===== src/rtl/display_scan_ctrl.sv =====
// display_scan_ctrl: two-digit 7-segment refresh scanner.
//
// Alternates the units and tens digits of a two-digit display by driving
// the active-low enables En_unidad / En_decena. A short blanking gap with
// both digits dark separates the lit slots so the segment pattern of one
// digit never bleeds onto the other while the mux is switching.
//
// En_decena doubles as the select of the downstream units/tens segment
// mux (1 = pass the units pattern).
//
// Optional build macro:
//   DISPLAY_SCAN_CTRL_LZB_EN  leading-zero blanking. When defined, the tens
//                             digit is kept dark during its slot whenever
//                             tens_zero is 1. Slot timing, digit_sel and
//                             slot_tick are unaffected, so perceived
//                             brightness and scan period do not change.
//
// All outputs are registered and decoded from the next state, so they
// change on the same clock edge on which the FSM enters a state.

module display_scan_ctrl #(
  parameter int REFRESH_DIV  = 50000,
  parameter int BLANK_CYCLES = 16
) (
  input  logic clk,
  input  logic rst_n,
  input  logic disp_en,
  input  logic tens_zero,
  output logic En_unidad,
  output logic En_decena,
  output logic digit_sel,
  output logic slot_tick
);

  // Counter width covers the longest dwell, with a floor of 2 so that a
  // 1-bit counter exists even for the smallest legal configuration.
  localparam int MAX_DWELL = (REFRESH_DIV > BLANK_CYCLES) ? REFRESH_DIV : BLANK_CYCLES;
  localparam int CNT_RANGE = (MAX_DWELL > 2) ? MAX_DWELL : 2;
  localparam int CNT_W     = $clog2(CNT_RANGE);

  // Terminal counts; a state is left when the counter reaches dwell-1.
  localparam logic [CNT_W-1:0] REFRESH_LAST = CNT_W'(REFRESH_DIV - 1);
  localparam logic [CNT_W-1:0] BLANK_LAST   = CNT_W'((BLANK_CYCLES > 0) ? (BLANK_CYCLES - 1) : 0);

  // When no blanking is requested the blank states are bypassed entirely.
  localparam bit NO_BLANK = (BLANK_CYCLES == 0);

  localparam logic [1:0] BLANK_U = 2'd0;
  localparam logic [1:0] UNITS   = 2'd1;
  localparam logic [1:0] BLANK_T = 2'd2;
  localparam logic [1:0] TENS    = 2'd3;

  logic [1:0]       state;
  logic [1:0]       state_next;
  logic [CNT_W-1:0] cnt;
  logic [CNT_W-1:0] cnt_next;

  logic lit_units_next;
  logic lit_tens_next;
  logic en_unidad_next;
  logic en_decena_next;
  logic digit_sel_next;
  logic slot_tick_next;

  // Next-state and dwell counter: the counter restarts at zero on every
  // state entry; a low disp_en parks the scan at the start of BLANK_U.
  always_comb begin
    state_next = state;
    cnt_next   = cnt + 1'b1;
    if (!disp_en) begin
      state_next = BLANK_U;
      cnt_next   = '0;
    end else begin
      case (state)
        BLANK_U: begin
          if (NO_BLANK || (cnt == BLANK_LAST)) begin
            state_next = UNITS;
            cnt_next   = '0;
          end
        end
        UNITS: begin
          if (cnt == REFRESH_LAST) begin
            state_next = NO_BLANK ? TENS : BLANK_T;
            cnt_next   = '0;
          end
        end
        BLANK_T: begin
          if (NO_BLANK || (cnt == BLANK_LAST)) begin
            state_next = TENS;
            cnt_next   = '0;
          end
        end
        TENS: begin
          if (cnt == REFRESH_LAST) begin
            state_next = NO_BLANK ? UNITS : BLANK_U;
            cnt_next   = '0;
          end
        end
        default: begin
          state_next = BLANK_U;
          cnt_next   = '0;
        end
      endcase
    end
  end

  // Output decode from the next state. Only one lit state can be entered
  // at a time, so the two enables can never both be low.
  always_comb begin
    lit_units_next = (state_next == UNITS);
    lit_tens_next  = (state_next == TENS);
    en_unidad_next = ~lit_units_next;
`ifdef DISPLAY_SCAN_CTRL_LZB_EN
    en_decena_next = ~lit_tens_next | tens_zero;
`else
    en_decena_next = ~lit_tens_next;
`endif
    digit_sel_next = digit_sel;
    if (lit_units_next) begin
      digit_sel_next = 1'b0;
    end else if (lit_tens_next) begin
      digit_sel_next = 1'b1;
    end
    slot_tick_next = (lit_units_next | lit_tens_next) & (cnt_next == REFRESH_LAST);
  end

`ifndef DISPLAY_SCAN_CTRL_LZB_EN
  // tens_zero only matters with leading-zero blanking built in.
  logic unused_tens_zero;
  assign unused_tens_zero = tens_zero;
`endif

  // State and dwell counter registers.
  always_ff @(posedge clk or negedge rst_n) begin
    if (!rst_n) begin
      state <= BLANK_U;
      cnt   <= '0;
    end else begin
      state <= state_next;
      cnt   <= cnt_next;
    end
  end

  // Output registers, updated on the same edge as the state register.
  always_ff @(posedge clk or negedge rst_n) begin
    if (!rst_n) begin
      En_unidad <= 1'b1;
      En_decena <= 1'b1;
      digit_sel <= 1'b0;
      slot_tick <= 1'b0;
    end else begin
      En_unidad <= en_unidad_next;
      En_decena <= en_decena_next;
      digit_sel <= digit_sel_next;
      slot_tick <= slot_tick_next;
    end
  end

endmodule


===== config.mk =====
export PLATFORM = sky130hd
export DESIGN_NAME = display_scan_ctrl
export DESIGN_NICKNAME = d
export VERILOG_FILES = /design/src/rtl/display_scan_ctrl.sv
export SDC_FILE = /design/constraint.sdc
export NUM_CORES = 1
export LEC_CHECK = 0
export CORE_MARGIN = 1
export CORE_UTILIZATION = 35
export DETAILED_ROUTE_END_ITERATION = 8
export PLACE_DENSITY = 0.54
export REMOVE_ABC_BUFFERS = 1
export SYNTH_ARGS = -nofsm -noshare
export SYNTH_HDL_FRONTEND = slang
export SYNTH_SLANG_ARGS = --single-unit

===== constraint.sdc =====
create_clock -name clk -period 5.4 [get_ports clk]
set_clock_uncertainty 0.2 [all_clocks]
set_input_delay 1.08 -clock clk [delete_from_list [all_inputs] [get_ports clk]]
set_output_delay 1.08 -clock clk [all_outputs]
set_load 0.01 [all_outputs]

Word level (Yosys, flattened, before mapping)
Cells that the tools add are included.
Cells by class
  add/subtract/negate cells: 1
  eq/ne operators: 8
  reductions and logical operators: 4
  bitwise gates (word level): 4
  mux-type cells: 12
Operators with widths (count)
  $mux 16: 3
  $eq 16x16->1 const B: 2
  $pmux 16 s2: 1
  $add 16x1->16 const B: 1
  $eq 16x4->1 const B: 1
  $mux 2: 5
  $pmux 2 s4: 1
  $eq 2x2->1 const B: 3
  $eq 2x1->1 const B: 2
  $reduce_or 2->1: 2
  $logic_not 2->1: 1
  $mux 1: 2
  $not 1->1: 2
  $reduce_bool 2->1: 1
  $and 1x1->1: 1
  $or 1x1->1: 1
Storage, ports and cells
  word-level logic and storage cells: 35
  bits of input ports: 4
  flip-flop bits (word level): 22
  output and inout bits: 4

Logic depth before layout (Yosys ltp)
  word-level depth: 7
  mapped depth: 6
  mapped depth without buffers: 6

Least setup slack after synthesis
Ideal clock, no wire load.
  kind: reg2reg
  start: register cnt[0]
  end: register slot_tick
  path slack: 3258 ps
  setup time: 96 ps
  period minus slack after synthesis: 2142 ps
  data required time: 5104 ps
  path buffers: 0
  cell stages (with the launch flop): 7
  arrival: 1846 ps
  path through: dfrtp_1 > ha_1 > nand3_1 > nor4_1 > xnor2_1 > o2111ai_1 > nor4_2
Between the ends
  longest elaborated chain between the ends: 7
  elaborated cells on any way between the ends: 18
  those cells by class: add/sub: 1; eq/ne: 5; mux: 10; bitwise: 2
RTL lines
  from (decl): RTL line 55  | logic [CNT_W-1:0] cnt;
  from (signal assigned): RTL line 140  | cnt <= cnt_next;
  parallel branches: the longest is 6 deep, another holds $add 16x1->16
  $and 1x1->1 (*): RTL line 124  | slot_tick_next = (lit_units_next | lit_tens_next) & (cnt_next == REFRESH_LAST);
  net slot_tick_next: RTL line 63  | logic slot_tick_next;
  to (signal assigned): RTL line 155  | slot_tick <= slot_tick_next;
  to (decl): RTL line 32  | output logic slot_tick
Mark *: on every way through the listed nets, which the timed path passes.
A chain may end at the register's enable or synchronous reset.

Worst setup path in the final report
  start: register En_decena
  end: output En_decena
RTL lines
  from (decl): RTL line 30  | output logic En_decena,
  from (signal assigned): RTL line 153  | En_decena <= en_decena_next;
No word-level cell between the ends.

==> results.md <==
- Hold Buf Count CTS: 0
- Worst-Skew Late Latency: around 0.32 ns
- Stage delay of the slowest cell on the critical path: 0.54 ns
- Global-route wire length before repair: 4057 um
- Die height: around 60 um
- Sequential share of the synthesized area: 0.4614
- Unrepaired setup endpoints after global routing: no
- Worst min-delay path startpoint: digit_sel
- Final ANT Viol Nets: 0
- Required time reported for the critical path endpoint: slightly above 4 ns
- H-Tree Level Count: 1
- Remaining DRCs: 0
- Count of buffers from port buffering: 6
- Power density of the placed cells: 200.2 nW/um^2
- Post-synthesis sequential element count: 22
- Crit path time final: 2.658 ns
- Leakage power summed over all cells: slightly above 0.5 nW
- Final period util: 0.4923
- Routed wire length per instance: 13.66 um
- Result of the run: completed
- Count of buffers added by post-CTS timing repair for setup: 0
- Vias in the first global route: roughly 870
- Area added between synthesis and finish: 10.13%
- Share of flip-flops with an asynchronous set or reset: 1.000
- Syn avg cell area: 9.825 um^2
- Number of hold violations in the final report: 0
- Placeable Area: 3153 um^2
- Critical Path, Cell by Cell: clkdlybuf4s50_1
- Count of boundary I/O pins: 8
- Final-report max-slew violation count: 0
- Count of cells resized by post-cts repair: 0
- Slew Limit Headroom: 0.3489
- Prevailing post-synth register cell: sky130_fd_sc_hd__dfrtp_1
- Total number of nets in the final design: 134
- Overall global routing resource usage: 0.1512
- Global routing's busiest layer: met2
- Pre-Repair DR Iteration Count: 4
- Count of mapped cells out of synthesis: 122
- Max-cap violations: 0
- CP startpoint kind: flop
- Number of buffers and inverters on the critical path: 1
- Synthesis Warnings: 0
- Category of the most critical setup path: flop to output port
- IR Drop Worst-Case VDD: 0.07368 mV
- GRT met1 Usage: 0.2134
- Ant. Diodes: 0
- Number of setup violations in the final report: 0
- Library cells used by synthesis: 38
- Initial Util: 0.3802
- Number of enable-type register cells in the synthesized netlist: 0
- Largest delay contributor family on the critical path: flip-flops
- Met2 GRT Util: 0.2323
- CTS tree: yes
- Filler cell count in the final layout: around 320
- Global Route met3 Usage: 0.01919
- F_max: 376.2 MHz
- Sum of negative setup slack: 0 ns
- Transition time at the pin with the least slew margin: 0.9736 ns
- Clock Sink Count: 22
- Cell Area, Synth: roughly 1200 um^2
- Placer congestion estimate: 0.7632
- Largest fanout on the critical path: 1
- Largest net degree at the start of global routing: 23
- CP max-delay cell: sky130_fd_sc_hd__dfstp_2
- CTS clk-pin slew, worst paths: about 0.12 ns
- Final routed wirelength across all metal layers: 2349 um
- Cell Rows: 20
- Layout cells sized above 1: 0.1094
- Post-DR vias/cell: ~5.2
- Detailed router's first-iteration violation count: 23
- Data arrival time of the critical path: 1.38 ns
- Total number of vias: approximately 890
- Half-perimeter wire length after placement: 1638 um
- Final hold slack: 0.3466 ns
- Hold Crit Class: flop to flop
- Startpoint of the most critical register-to-register path: cnt[0]
- Crit. End Element: output port
- Horizontal die dimension: 60.52 um
- Number of buffers on the longest clock path: 2
- Leftover overflow at the end of global routing: 0
- Worst Setup SP: En_decena
- Clock Root Buffer: sky130_fd_sc_hd__clkbuf_4
- Cts bufs inserted: 3
- Initial antenna violation count: 0
- Die Outline Area: 3663 um^2
cell usage after synthesis (3+ instances only):
| library cell | count | area share |
|---|---|---|
| sky130_fd_sc_hd__buf_2 | 3 | 0.013 |
| sky130_fd_sc_hd__dfrtp_1 | 20 | 0.42 |
| sky130_fd_sc_hd__inv_1 | 6 | 0.019 |
| sky130_fd_sc_hd__nand2_1 | 9 | 0.028 |
| sky130_fd_sc_hd__nand3_1 | 7 | 0.029 |
| sky130_fd_sc_hd__nor2_1 | 20 | 0.063 |
| sky130_fd_sc_hd__nor3_1 | 3 | 0.013 |
| sky130_fd_sc_hd__nor4_1 | 6 | 0.031 |
| sky130_fd_sc_hd__xnor2_1 | 11 | 0.080 |
| sky130_fd_sc_hd__xor2_1 | 4 | 0.029 |
cells by family after synthesis:
kind of cell,share of synthesized area
AND/OR/NAND/NOR,0.2923
buffers and inverters,0.03548
flip-flops,0.4614
AO/OA/AOI/OAI,0.08248
XOR/XNOR,0.1096
adder cells (fa/ha/maj),0.01044
multiplexers,0.008351
worst paths after layout:
kind / end / slack (ns) / depth (start not counted)
max in group asynchronous: cnt[15] / 3.32 / 1
min reg2reg: digit_sel / 0.35 / 2
min: digit_sel / 0.35 / 2
min in group asynchronous: cnt[6] / 1.09 / 1
max reg2reg: slot_tick / 2.83 / 6
max: En_decena / 2.74 / 1
registers in the layout, indices dropped and copies added, names as in the netlist:
register,cells
En_unidad,1
state,2
En_decena,1
cnt,16
slot_tick,1
digit_sel,1
metal layers:
metal,up-vias,part of all wire
li1,439,-
met1,438,0.53
met2,9,0.43
met4,0,0.017
met5,-,0
met3,5,0.020
stage by stage:
| stage | power (mW) | worst slack, ns | utilization | instance area, um^2 | cells |
|---|---|---|---|---|---|
| floorplan | 0.1789 | 3.232 | - | 1179 | 118 |
| global placement | 0.1858 | 2.533 | 0.4103 | 1294 | 168 |
| detailed placement | 0.1861 | 2.495 | 0.4103 | 1294 | 168 |
| CTS | 0.2660 | 2.732 | 0.4187 | 1320 | 172 |
| global route | 0.2763 | 2.606 | 0.4187 | 1320 | 172 |
| finish | 0.2643 | 2.742 | 0.4187 | 1320 | 172 |
cells in the final DEF (no fill, tap or decap), types with 2 or more instances in the layout:
master,n
sky130_fd_sc_hd__nor3b_1,2
sky130_fd_sc_hd__inv_1,6
sky130_fd_sc_hd__nor2_1,20
sky130_fd_sc_hd__dfrtp_1,20
sky130_fd_sc_hd__nand4_1,2
sky130_fd_sc_hd__nor3_1,3
sky130_fd_sc_hd__xnor2_1,11
sky130_fd_sc_hd__xor2_1,4
sky130_fd_sc_hd__nand3_1,7
sky130_fd_sc_hd__nand2_1,9
sky130_fd_sc_hd__a21oi_1,2
sky130_fd_sc_hd__clkbuf_4,3
sky130_fd_sc_hd__dfstp_2,2
sky130_fd_sc_hd__clkdlybuf4s50_1,6
sky130_fd_sc_hd__nor4_1,6
sky130_fd_sc_hd__nand2b_1,2
where the power goes:
group / internal (mW) / leakage (nW) / total, mW / switching (mW)
combinational: 0.00423 / 0.204 / 0.0128 / 0.00853
clock: 0.0289 / 0.0150 / 0.0816 / 0.0527
sequential: 0.167 / 0.293 / 0.170 / 0.00327
cell type report:
cell class / instances / area, um^2 / area share
multi-input combinational: 90 / 603.1 / 0.4569
clock buffer: 4 / 26.28 / 0.01991
inverter: 6 / 22.52 / 0.01706
timing repair buffer: 6 / 60.06 / 0.04550
sequential: 22 / 553.0 / 0.4190
tap: 44 / 55.05 / 0.04171
tightest hold or removal path, delay by kind of cell, from the launching register on:
kind / cells / cell delay [ns]
buffers and inverters: 1 / 0.05
flip-flops: 1 / 0.40
multiplexers: 1 / 0.06
Power figures use the tool's default switching activity.
